`src/rtl/dmem_arbiter.sv`:
```
// Data-memory arbiter sharing one single-port memory between the core and
// the BNN accelerator. The core normally has priority; a BNN request that
// has been denied for MAX_WAIT cycles takes precedence at the next
// arbitration. One access is in flight at a time. The memory signals
// completion with m_ready, and its latency is variable.
module dmem_arbiter #(
  parameter int unsigned MAX_WAIT = 4,
  parameter int unsigned DATA_W   = 32
) (
  input  logic              clk,
  input  logic              reset,
  input  logic              c_req,
  input  logic              c_we,
  input  logic [31:0]       c_addr,
  input  logic [DATA_W-1:0] c_wdata,
  output logic              c_gnt,
  output logic              c_done,
  output logic [DATA_W-1:0] c_rdata,
  output logic              stall,
  input  logic              b_req,
  input  logic              b_we,
  input  logic [31:0]       b_addr,
  input  logic [DATA_W-1:0] b_wdata,
  output logic              b_gnt,
  output logic              b_done,
  output logic [DATA_W-1:0] b_rdata,
  output logic              m_en,
  output logic              m_we,
  output logic [31:0]       m_addr,
  output logic [DATA_W-1:0] m_wdata,
  input  logic [DATA_W-1:0] m_rdata,
  input  logic              m_ready
);

  localparam logic [3:0] WAIT_LIM = 4'(MAX_WAIT);

  typedef enum logic [1:0] {
    IDLE   = 2'd0,
    BUSY_C = 2'd1,
    BUSY_B = 2'd2
  } state_t;

  state_t     state;
  state_t     state_nxt;
  logic [3:0] wait_cnt;
  logic       b_starved;
  logic       win_c;
  logic       win_b;
  logic       finish;

  // The BNN overrides the core only once it has waited the full budget.
  assign b_starved = b_req && (wait_cnt == WAIT_LIM);

  // The memory is busy for as long as an access is owned by either side.
  assign m_en  = (state != IDLE);
  assign stall = c_req & ~c_done;

  // Arbitration in IDLE, completion tracking in BUSY; m_ready is only honoured while busy.
  always_comb begin
    state_nxt = state;
    win_c     = 1'b0;
    win_b     = 1'b0;
    finish    = 1'b0;
    case (state)
      IDLE: begin
        if (c_req && !b_starved) begin
          state_nxt = BUSY_C;
          win_c     = 1'b1;
        end else if (b_req) begin
          state_nxt = BUSY_B;
          win_b     = 1'b1;
        end
      end
      BUSY_C, BUSY_B: begin
        if (m_ready) begin
          state_nxt = IDLE;
          finish    = 1'b1;
        end
      end
      default: state_nxt = IDLE;
    endcase
  end

  // State register and BNN starvation counter (saturating, cleared when BNN is granted).
  always_ff @(posedge clk) begin
    if (!reset) begin
      state    <= IDLE;
      wait_cnt <= 4'd0;
    end else begin
      state <= state_nxt;
      if (win_b) begin
        wait_cnt <= 4'd0;
      end else if (b_req && (state_nxt != BUSY_B) && (wait_cnt < WAIT_LIM)) begin
        wait_cnt <= wait_cnt + 4'd1;
      end
    end
  end

  // Grant/done pulses, payload latching at grant, and per-requester load data capture.
  always_ff @(posedge clk) begin
    if (!reset) begin
      c_gnt   <= 1'b0;
      b_gnt   <= 1'b0;
      c_done  <= 1'b0;
      b_done  <= 1'b0;
      m_we    <= 1'b0;
      m_addr  <= 32'd0;
      m_wdata <= '0;
      c_rdata <= '0;
      b_rdata <= '0;
    end else begin
      c_gnt  <= win_c;
      b_gnt  <= win_b;
      c_done <= finish && (state == BUSY_C);
      b_done <= finish && (state == BUSY_B);
      if (win_c) begin
        m_we    <= c_we;
        m_addr  <= c_addr;
        m_wdata <= c_wdata;
      end else if (win_b) begin
        m_we    <= b_we;
        m_addr  <= b_addr;
        m_wdata <= b_wdata;
      end else if (finish) begin
        m_we    <= 1'b0;
      end
      if (finish && !m_we) begin
        if (state == BUSY_C) begin
          c_rdata <= m_rdata;
        end else begin
          b_rdata <= m_rdata;
        end
      end
    end
  end

endmodule

```
`config.mk`:
```
export PLATFORM = sky130hd
export DESIGN_NAME = dmem_arbiter
export DESIGN_NICKNAME = d
export VERILOG_FILES = /design/src/rtl/dmem_arbiter.sv
export SDC_FILE = /design/constraint.sdc
export NUM_CORES = 1
export LEC_CHECK = 0
export CAP_MARGIN = 0
export CORE_UTILIZATION = 38
export DETAILED_ROUTE_END_ITERATION = 10
export GPL_TIMING_DRIVEN = 0
export PLACE_DENSITY = 0.9
export RECOVER_POWER = 25
export SYNTH_ARGS = -nofsm -noshare
export SYNTH_HDL_FRONTEND = slang
export SYNTH_SLANG_ARGS = --single-unit
export TNS_END_PERCENT = 20
```
`constraint.sdc`:
```
create_clock -name clk -period 1.98 [get_ports clk]
set_input_delay 0.198 -clock clk [delete_from_list [all_inputs] [get_ports clk]]
set_output_delay 0.198 -clock clk [all_outputs]
set_load 0.1 [all_outputs]
```
==> flow_summary.yaml <==
global_route:
  first_global_vias: 5844
  grt_overflow_total: 0
  grt_pass1_wl_um: 28770
  antenna_found_initial: 0
  grt_max_degree: 17
  track_usage: 0.2547
cells_and_area:
  nNetsFinal: 1121
  antenna_cells: 0
  fill_cells: 1163
  stdcell_count: 1136
  layout_commonest_cell: "clkdlybuf4s50_1"
  final_cell_mix: "165 x clkdlybuf4s50_1, 139 x dfxtp_1, 131 x a21oi_1"
  syn_to_final_growth_pct: 63.50
  layout-drive-gt1-share: 0.06875
timing:
  max_slew_margin: 0.1870
  finalClockSkew_ns: 0.01203
  fin_crit_sh: 0.9470
  fin_tns_setup_ns: 0
  worst_pin_slew_ns: 1.225
  setup_viol: 0
  min_period_ns: 1.875
  hold_viol: 0
  fmax_mhz: 533.3
  slew_viol_final: 0
  grt_setup_unrepaired: "true"
yosys:
  synth.area.top_cells: "dfxtp_1 52%, a21oi_1 12%, o221ai_1 11%"
  synthCells: 628
  synth_seq_cells: 139
  syn_area_mm2: 0.005348
  syn_nets: 801
  synth-warning-count: 0
  synth.avg_cell_area_um2: 8.515
  yosysTopAreaCell: "dfxtp_1"
  seq_area_frac_synth: 0.5204
  yosysUniqueCellTypes: 31
  yosysTopAreaCellShare: 0.5204
clock_network:
  clockBufferDepth: 2
  clk_pin_slew_ns: 0.06
  cts_buffers: 17
  cts_sinks: 139
  cts_tree: "built"
  root_buffer: "clkbuf_16"
  insertion_delay_ns: 0.41
  htreeDepth: 4
power_and_ir_drop:
  power_leakage_nw: 3.588
  power_density_mw_per_mm2: 1026
  ir_drop_v: 0.0005279
critical_path:
  critical_path_class: "reg -> reg"
  worstPathMaxFanout: 10
  worstPathArrival_ns: 2.13
  crit_required_ns: 2.24
  critPathSlowestCell: "dfxtp_1"
  endpoint_kind: "flip-flop"
  cp-start-kind: "flip-flop"
  worstPathCellList: "inv_1 -> ha_1 -> nand2_2 -> or3_1 -> clkbuf_1 -> buf_6 -> nand2_1 -> a21oi_1"
  critical_path.max_stage_delay_ns: 0.37
worst_hold_path:
  hp-class: "in -> reg"
placed_design:
  io_buffer_count: 301
  dp.cells: 1105
  gp_routability_congestion: 0.8558
  hpwl_um: 13870
route:
  vias: 5776
  drc: 0
  first_iter_violations: 341
  firstDrtPassIters: 5
  wirelength_um: 18600
  drtAntennaViolNets: 0
  vias_per_cell: 5.085
  wl_per_cell_um: 16.37
floorplan:
  start_util: 0.3960
  die_y_um: 120.6
  core_mm2: 0.01351
  rows: 42
  die_area_mm2: 0.01455
  io_pins: 302
  fp.dieW_um: 120.6
run_status:
  status: "finished, final reports clean"
run:
  drv_cap: 0
[through the flow]
step / utilization / power (mW) / setup WS [ns] / area, µm² / hold slack, ns
6_report: 0.6474 / 8.973 / 0.1049 / 8743 / 0.3709
5_1_grt: 0.6474 / 9.300 / -0.03121 / 8743 / 0.3644
4_1_cts: 0.6651 / 9.048 / 0.006867 / 8982 / 0.3514
3_5_place_dp: 0.6355 / 6.152 / -0.3150 / 8583 / 0.4371
3_3_place_gp: 0.6355 / 6.113 / -0.3228 / 8583 / 0.4317
2_1_floorplan: - / 5.207 / -0.09086 / 5350 / 0.3340
[critical path, delay by kind of cell, from the launching register on]
kind / cells / cell delay [ns]
AOI/OAI and AO/OA: 1 / 0.08
adders and majority gates: 1 / 0.34
buffers and inverters: 3 / 0.45
DFF: 1 / 0.37
and+or+nand+nor: 3 / 0.48
[kinds of logic (layout without fill, tap and decap cells)]
family          count (synthesis)  after routing  synth area share
compound gates                203            203            0.2391
flops                         139            139            0.5204
fa+ha+maj                       6              6           0.01404
buf+inv                       122            454           0.09944
simple gates                  156            156            0.1233
mux                             2              2          0.003744
[registers in the layout, indices dropped and copies added, names as in the netlist]
register  cells
c_done        1
m_wdata      32
b_rdata      32
c_gnt         1
b_done        1
state         2
b_gnt         1
c_rdata      32
wait_cnt      4
m_we          1
m_addr       32
[path summary, 6_finish.rpt]
path                                         startpoint                  endpoint  slack (ns)  depth (start not counted)
worst min-delay path                         m_rdata[8]   b_rdata[8]$_SDFFE_PN0P_        0.37                          3
worst max-delay path                state[1]$_SDFF_PN0_  b_rdata[31]$_SDFFE_PN0P_        0.10                          8
worst max register to register      state[1]$_SDFF_PN0_  b_rdata[31]$_SDFFE_PN0P_        0.10                          8
worst min register to register  m_addr[10]$_SDFFE_PN0P_   m_addr[10]$_SDFFE_PN0P_        0.44                          2
[report_power, final]
part / total [mW] / internal [mW] / switching (mW) / leakage, nW
Sequential: 3.12 / 3.01 / 0.111 / 1.14
Clock: 3.05 / 1.87 / 1.18 / 0.274
Combinational: 2.80 / 0.679 / 2.12 / 2.17
[synth_stat cells]
master,n
a21o_1,1
nand3b_1,1
nor2b_1,3
inv_1,72
dfxtp_1,139
and2_1,1
nand2_1,130
or3_1,1
nor3_2,1
ha_1,6
nand2_2,1
buf_1,3
and3_1,3
o221ai_1,65
mux2i_1,2
clkbuf_1,21
buf_6,5
nand3_2,1
nand4b_1,2
o21ai_0,3
a21oi_1,131
or3b_1,1
nand3_1,5
a31oi_2,1
a221oi_1,1
a32o_1,1
nor2_1,3
nand2b_1,2
nor3b_2,1
buf_2,17
buf_4,4
[area by class of cell]
class	count	area (µm²)	area share
plain buffers	50	270.3	0.03091
clock buffers	19	442.9	0.05066
clock inverters	12	125.1	0.01431
inverters	72	270.3	0.03091
multi-input cells	367	2036	0.2328
flip-flops and latches	139	2783	0.3183
well taps	176	220.2	0.02519
repair buffers	301	2596	0.2969
[repair_timing]
action,4_1_cts,5_1_grt
hold buffers,0,0
hold endpoints to repair,0,0
setup buffers,0,0
pin swaps,0,0
gates resized for setup,142,14
endpoints found under the setup margin,135,48
[routing by layer]
metal | wire length [µm] | up-vias | GRT usage | share of wire
met2 | 9482 | 235 | 0.4558 | 0.51
met5 | 0 | - | 0 | 0
met1 | 7364 | 2702 | 0.2769 | 0.40
met3 | 1260 | 38 | 0.07264 | 0.068
li1 | - | 2801 | - | -
met4 | 492 | 0 | 0.1157 | 0.026
Note: power is estimated with default switching activity, not from simulation.
